--- src/rtl/mem_access_unit.sv ---
// Multi-cycle data-memory access stage: req/gnt/rvalid bus master with alignment checks and load extension.
// Optional bus timeout watchdog enabled by defining MEM_ACCESS_BUS_TIMEOUT_EN.
module mem_access_unit #(
  parameter int ADDR_W    = 32,
  parameter bit BYTE_SWAP = 1'b1,
  parameter int TIMEOUT   = 16
) (
  input  logic              cpu_clk_50M,
  input  logic              cpu_rst_n,
  input  logic              mem_req_i,
  input  logic              mem_we_i,
  input  logic [1:0]        mem_size_i,
  input  logic              mem_uns_i,
  input  logic [ADDR_W-1:0] mem_addr_i,
  input  logic [31:0]       mem_wdata_i,
  input  logic              flush_i,
  output logic              stall_o,
  output logic              done_o,
  output logic [31:0]       rdata_o,
  output logic              exc_valid_o,
  output logic [4:0]        exc_code_o,
  output logic [ADDR_W-1:0] exc_badvaddr_o,
  output logic              bus_req_o,
  input  logic              bus_gnt_i,
  output logic [ADDR_W-1:0] bus_addr_o,
  output logic [3:0]        bus_be_o,
  output logic              bus_we_o,
  output logic [31:0]       bus_wdata_o,
  input  logic              bus_rvalid_i,
  input  logic [31:0]       bus_rdata_i
);

  typedef enum logic [2:0] {IDLE, REQ, WAIT, DONE, DRAIN} state_t;

  state_t            state_q, state_d;
  logic [ADDR_W-1:0] addr_q;
  logic [3:0]        be_q;
  logic              we_q;
  logic [31:0]       wdata_q;
  logic [1:0]        size_q;
  logic              uns_q;
  logic [31:0]       rdata_q;
  logic              exc_q;
  logic [4:0]        exc_code_q;
  logic [ADDR_W-1:0] badvaddr_q;

  logic              misaligned;
  logic [3:0]        be_calc;
  logic [31:0]       wdata_calc;
  logic [31:0]       load_ext;
  logic              start_acc, start_exc, tmo_exc, capture;
  logic              tmo_hit;

  function automatic logic [31:0] bswap(input logic [31:0] d);
    return {d[7:0], d[15:8], d[23:16], d[31:24]};
  endfunction

  // Size 2'b11 is decoded as word everywhere via size[1].
  always_comb begin
    misaligned = (mem_size_i == 2'b01 && mem_addr_i[0]) ||
                 (mem_size_i[1] && (mem_addr_i[1:0] != 2'b00));
    be_calc    = 4'b1111;
    wdata_calc = BYTE_SWAP ? bswap(mem_wdata_i) : mem_wdata_i;
    if (mem_size_i == 2'b00) begin
      be_calc    = 4'b1000 >> mem_addr_i[1:0];
      wdata_calc = {4{mem_wdata_i[7:0]}};
    end else if (mem_size_i == 2'b01) begin
      be_calc    = mem_addr_i[1] ? 4'b0011 : 4'b1100;
      wdata_calc = BYTE_SWAP ? {2{mem_wdata_i[7:0], mem_wdata_i[15:8]}}
                             : {2{mem_wdata_i[15:0]}};
    end
  end

  always_comb begin
    logic [31:0] r;
    logic [7:0]  b;
    logic [15:0] h;
    r = BYTE_SWAP ? bswap(bus_rdata_i) : bus_rdata_i;
    case (addr_q[1:0])
      2'd0:    b = r[7:0];
      2'd1:    b = r[15:8];
      2'd2:    b = r[23:16];
      default: b = r[31:24];
    endcase
    h = addr_q[1] ? r[31:16] : r[15:0];
    load_ext = r;
    if (size_q == 2'b00)
      load_ext = uns_q ? {24'h0, b} : {{24{b[7]}}, b};
    else if (size_q == 2'b01)
      load_ext = uns_q ? {16'h0, h} : {{16{h[15]}}, h};
  end

`ifdef MEM_ACCESS_BUS_TIMEOUT_EN
  localparam int CNT_W = $clog2(TIMEOUT + 1);
  logic [CNT_W-1:0] tmo_cnt_q;

  always_ff @(posedge cpu_clk_50M or negedge cpu_rst_n) begin
    if (!cpu_rst_n)
      tmo_cnt_q <= '0;
    else if (start_acc)
      tmo_cnt_q <= '0;
    else if (state_q == REQ || state_q == WAIT)
      tmo_cnt_q <= tmo_cnt_q + CNT_W'(1);
  end

  assign tmo_hit = (state_q == REQ || state_q == WAIT) &&
                   (tmo_cnt_q == CNT_W'(TIMEOUT - 1));
`else
  assign tmo_hit = 1'b0;
`endif

  always_comb begin
    state_d     = state_q;
    start_acc   = 1'b0;
    start_exc   = 1'b0;
    tmo_exc     = 1'b0;
    capture     = 1'b0;
    stall_o     = 1'b0;
    done_o      = 1'b0;
    exc_valid_o = 1'b0;
    bus_req_o   = 1'b0;
    case (state_q)
      IDLE: begin
        if (mem_req_i) begin
          if (misaligned) begin
            start_exc = 1'b1;
            stall_o   = 1'b1;
            state_d   = DONE;
          end else if (!flush_i) begin
            start_acc = 1'b1;
            stall_o   = 1'b1;
            state_d   = REQ;
          end
        end
      end
      REQ: begin
        stall_o   = 1'b1;
        bus_req_o = 1'b1;
        if (flush_i)
          state_d = bus_gnt_i ? DRAIN : IDLE;
        else if (bus_gnt_i)
          state_d = WAIT;
        else if (tmo_hit) begin
          tmo_exc = 1'b1;
          state_d = DONE;
        end
      end
      WAIT: begin
        stall_o = 1'b1;
        if (flush_i)
          state_d = bus_rvalid_i ? IDLE : DRAIN;
        else if (bus_rvalid_i) begin
          capture = !we_q;
          state_d = DONE;
        end else if (tmo_hit) begin
          tmo_exc = 1'b1;
          state_d = DONE;
        end
      end
      DRAIN: begin
        stall_o = 1'b1;
        if (bus_rvalid_i)
          state_d = IDLE;
      end
      DONE: begin
        done_o      = !exc_q && !flush_i;
        exc_valid_o = exc_q;
        state_d     = IDLE;
      end
      default: state_d = IDLE;
    endcase
  end

  always_ff @(posedge cpu_clk_50M or negedge cpu_rst_n) begin
    if (!cpu_rst_n)
      state_q <= IDLE;
    else
      state_q <= state_d;
  end

  always_ff @(posedge cpu_clk_50M or negedge cpu_rst_n) begin
    if (!cpu_rst_n) begin
      addr_q     <= '0;
      be_q       <= '0;
      we_q       <= 1'b0;
      wdata_q    <= '0;
      size_q     <= '0;
      uns_q      <= 1'b0;
      rdata_q    <= '0;
      exc_q      <= 1'b0;
      exc_code_q <= '0;
      badvaddr_q <= '0;
    end else begin
      if (start_acc) begin
        addr_q  <= mem_addr_i;
        be_q    <= be_calc;
        we_q    <= mem_we_i;
        wdata_q <= wdata_calc;
        size_q  <= mem_size_i;
        uns_q   <= mem_uns_i;
        exc_q   <= 1'b0;
      end
      if (start_exc) begin
        exc_q      <= 1'b1;
        exc_code_q <= mem_we_i ? 5'h05 : 5'h04;
        badvaddr_q <= mem_addr_i;
      end
      if (tmo_exc) begin
        exc_q      <= 1'b1;
        exc_code_q <= 5'h07;
        badvaddr_q <= addr_q;
      end
      if (capture)
        rdata_q <= load_ext;
    end
  end

  assign rdata_o        = rdata_q;
  assign exc_code_o     = exc_code_q;
  assign exc_badvaddr_o = badvaddr_q;
  assign bus_addr_o     = {addr_q[ADDR_W-1:2], 2'b00};
  assign bus_be_o       = be_q;
  assign bus_we_o       = we_q && (state_q == REQ);
  assign bus_wdata_o    = wdata_q;

endmodule

--- config.mk ---
export PLATFORM = sky130hd
export DESIGN_NAME = mem_access_unit
export DESIGN_NICKNAME = d
export VERILOG_FILES = /design/src/rtl/mem_access_unit.sv
export SDC_FILE = /design/constraint.sdc
export NUM_CORES = 1
export LEC_CHECK = 0
export CAP_MARGIN = 20
export CORE_ASPECT_RATIO = 1.1
export CORE_MARGIN = 1.5
export CORE_UTILIZATION = 48
export DETAILED_ROUTE_END_ITERATION = 7
export GPL_TIMING_DRIVEN = 1
export PLACE_DENSITY = 0.85
export SETUP_SLACK_MARGIN = 0.15
export SLEW_MARGIN = 5
export SYNTH_ARGS = -nofsm -noshare
export SYNTH_HDL_FRONTEND = slang
export SYNTH_SLANG_ARGS = --single-unit
export TNS_END_PERCENT = 20
--- constraint.sdc ---
create_clock -name cpu_clk_50M -period 3.6 [get_ports cpu_clk_50M]
set_clock_uncertainty 0.2 [all_clocks]
set_input_delay 0.72 -clock cpu_clk_50M [delete_from_list [all_inputs] [get_ports cpu_clk_50M]]
set_output_delay 0.72 -clock cpu_clk_50M [all_outputs]
set_load 0.05 [all_outputs]
==> insert_results.sql <==
INSERT INTO impl_metrics (metric_group, metric, value, unit) VALUES
('outcome', 'status', 'finished, final reports clean', ''),
('die', 'initial_cell_density_of_the_core', '49.5', '%'),
('routing', 'vias', '5228', ''),
('clock_tree', 'max-clock-path-buffers', '2', ''),
('hold_path', 'worst_hold_path_type', 'in -> async', ''),
('setup_path', 'cell_with_the_largest_stage_delay_on_the_worst_path', 'sky130_fd_sc_hd__or4_1', ''),
('cells_and_area', 'drive_above_1_share', '17.0', '%'),
('placement', 'post_dp_hpwl', '13200', 'microns'),
('die', 'top_level_ports', '248', ''),
('sta', 'timing.fmax', '296', 'MHz'),
('power_and_ir_drop', 'power.density', '1110', 'nW/um^2'),
('power_and_ir_drop', 'power.total', '10.6', 'mW'),
('flow_run', 'max_cap_violations', '0', ''),
('synthesis', 'post_synth_inst_count', '564', ''),
('synthesis', 'synth-seq-area-share', '54.1', '%'),
('synthesis', 'synth.ff_latch_count', '142', ''),
('die', 'number_of_cell_rows', '44', ''),
('routing', 'drcViolationCount', '0', ''),
('setup_path', 'start_kind', 'input pin', ''),
('clock_tree', 'clock_edge_transition_at_the_registers_on_the_reported_setup_and_hold_paths', '0.06', 'ns'),
('setup_path', 'worst_ep_required_time', '2.68', 'ns'),
('die', 'die_width', '115', 'microns'),
('routing', 'route.detailed.vias_per_inst', '5.40', ''),
('synthesis', 'synthesis.yosys.warnings', '0', ''),
('synthesis', 'synth_fa_ha_area_share', '0', '%'),
('synthesis', 'synth-simple-area-share', '8.68', '%'),
('sta', 'report.final.setup_viol', '0', ''),
('synthesis', 'synth_compound_gate_area_share', '9.52', '%'),
('setup_path', 'setup.worst_path.end_class', 'output port', ''),
('routing', 'finalWirelength', '18000', 'microns'),
('synthesis', 'synthXorXnorAreaFrac', '0', '%'),
('synthesis', 'synth_area', '6570', 'sq um'),
('synthesis', 'synth.top_cells.by_area', 'sky130_fd_sc_hd__dfrtp_1 54%, sky130_fd_sc_hd__mux2_2 13%, sky130_fd_sc_hd__mux2i_1 5.0%', ''),
('power_and_ir_drop', 'max-vdd-ir-drop', '0.752', 'mV'),
('routing', 'avg_wl_per_cell', '18.6', 'microns'),
('global_routing', 'maximum_number_of_pins_on_one_net_before_global_route_repair', '84', ''),
('synthesis', 'synth_edf_count', '0', ''),
('die', 'die_height', '126', 'microns'),
('clock_tree', 'h-tree-depth', '4', ''),
('placement', 'gp_routability_congestion', '0.880', ''),
('die', 'core_area', '13300', 'sq um'),
('synthesis', 'synth_ff_type', 'sky130_fd_sc_hd__dfrtp_1', ''),
('sta', 'unrepaired_setup_endpoints_after_global_routing', 'false', ''),
('cells_and_area', 'antenna-diode-count', '0', ''),
('setup_path', 'crit_path_cell_trace', 'clkdlybuf4s50_1, or3b_1, or4_1, nand3_2, buf_12', ''),
('setup_path', 'worst_ep_arrival_time', '2.46', 'ns'),
('cells_and_area', 'area.growth.synth_to_final', '45.7', '%'),
('global_routing', 'first_global_vias', '5507', ''),
('sta', 'timing_max_transition_violations_final', '0', ''),
('synthesis', 'synth_cell_type_count', '44', ''),
('setup_path', 'worst-setup-path-type', 'in -> out', ''),
('setup_path', 'timing.critical_path.depth', '5', ''),
('synthesis', 'synth_top_cell_by_area', 'sky130_fd_sc_hd__dfrtp_1', ''),
('placement', 'portBuffers', '242', ''),
('cells_and_area', 'fin_nets', '879', ''),
('clock_tree', 'cts_sinks', '142', ''),
('routing', 'drt-initial-drc-count', '348', ''),
('sta', 'timing.max_slew.rel_slack', '35.6', '%'),
('sta', 'finalHoldWorstSlack', '0.163', 'ns'),
('routing', 'postRouteAntennaNets', '0', ''),
('synthesis', 'avgSynthCellArea', '11.7', 'sq um'),
('clock_tree', 'worstSkewPairLatency', '0.40', 'ns'),
('clock_tree', 'postCtsSetupRepairBufs', '0', ''),
('die', 'dieArea', '14400', 'sq um'),
('clock_tree', 'cts_tree', 'done', ''),
('global_routing', 'grt_util_all_layers', '25.7', '%'),
('power_and_ir_drop', 'power.static_leakage', '4.06', 'nW'),
('synthesis', 'synth_top_family_by_area', 'multiplexers', ''),
('global_routing', 'antenna_found_initial', '0', ''),
('clock_tree', 'clockRootBuffer', 'sky130_fd_sc_hd__clkbuf_16', ''),
('setup_path', 'crit_buf_inv', '2', '');
-- report_power, final --
group | switching, mW | total [mW] | internal (mW)
combinational | 3.87 | 6.07 | 2.20
clock | 0.605 | 1.63 | 1.02
sequential | 0.559 | 2.95 | 2.39
total | 5.03 | 10.6 | 5.61
-- metal layers --
metal | vias to the layer above | GRT usage, % | part of all wire [%]
li1 | 2377 | - | -
met1 | 2559 | 28.7 | 37
met2 | 255 | 43.7 | 51
met3 | 37 | 10.4 | 9.7
met4 | 0 | 9.63 | 2.6
met5 | - | 0 | 0
-- state kept, by name (all words and copies together), names as in the netlist, 2 cells and up --
register,cells
addr_q,32
bus_be_o,4
bus_wdata_o,32
exc_badvaddr_o,32
exc_code_o,2
rdata_o,32
size_q,2
state_q,3
-- synth_stat cells, drive strengths merged (2+ instances only) --
cell type and n:
nand3 2, dfrtp 142, nor4b 2, nor3 2, buf 50, o21a 9
a22oi 2, o22a 9, mux2i 33, nand2 66, nor4 2, and2 2
nor2b 5, o211ai 8, mux4 7, nor3b 2, nand2b 4, nor2 33
nand3b 2, clkbuf 20, mux2 80, o221ai 2, o21ai 31, a21oi 34
-- layout make-up --
type | instances | area [sq um]
tap | 184 | 230
inverter | 1 | 3.75
fill | 892 | 3690
sequential | 142 | 3550
multi-input combinational | 355 | 2650
clock inverter | 8 | 92.6
timing repair buffer | 256 | 2590
clock buffer | 22 | 454
-- layout by cell type (no fill, tap or decap), types with 11 or more instances in the layout --
master	synthesis	final
sky130_fd_sc_hd__mux2_2	75	75
sky130_fd_sc_hd__a21oi_1	34	34
sky130_fd_sc_hd__clkdlybuf4s50_1	0	239
sky130_fd_sc_hd__clkbuf_16	0	17
sky130_fd_sc_hd__nand2_1	66	66
sky130_fd_sc_hd__o21ai_0	30	30
sky130_fd_sc_hd__nor2_1	33	33
sky130_fd_sc_hd__buf_4	36	11
sky130_fd_sc_hd__mux2i_1	33	33
sky130_fd_sc_hd__dfrtp_1	142	142
-- cells by family after synthesis --
family,Yosys count
flops,142
buf+inv,71
simple gates,128
other cells,1
mux,120
compound gates,102
-- per-stage QoR --
stage	worst slack, ns	instances	utilization [%]	instance area (sq um)
final	0.217	968	72.2	9570
after global routing	0.158	968	72.2	9570
after CTS	0.178	968	72.1	9570
after detailed placement	0.180	938	68.0	9020
after global placement	0.211	938	68.0	9020
after floorplan	0.528	568	-	6590
-- worst paths after layout --
| kind | slack [ns] | start | end |
|---|---|---|---|
| max in group asynchronous | 2.22 | cpu_rst_n | addr_q[2] |
| worst min register to register | 0.27 | bus_wdata_o[7] | bus_wdata_o[7] |
| worst max register to register | 1.10 | addr_q[0] | rdata_o[21] |
| worst max-delay path | 0.22 | mem_req_i | stall_o |
| worst min-delay path | 0.16 | cpu_rst_n | rdata_o[4] |
| min in group cpu_clk_50M | 0.27 | bus_wdata_o[7] | bus_wdata_o[7] |
(Power assumes the default switching activity.)
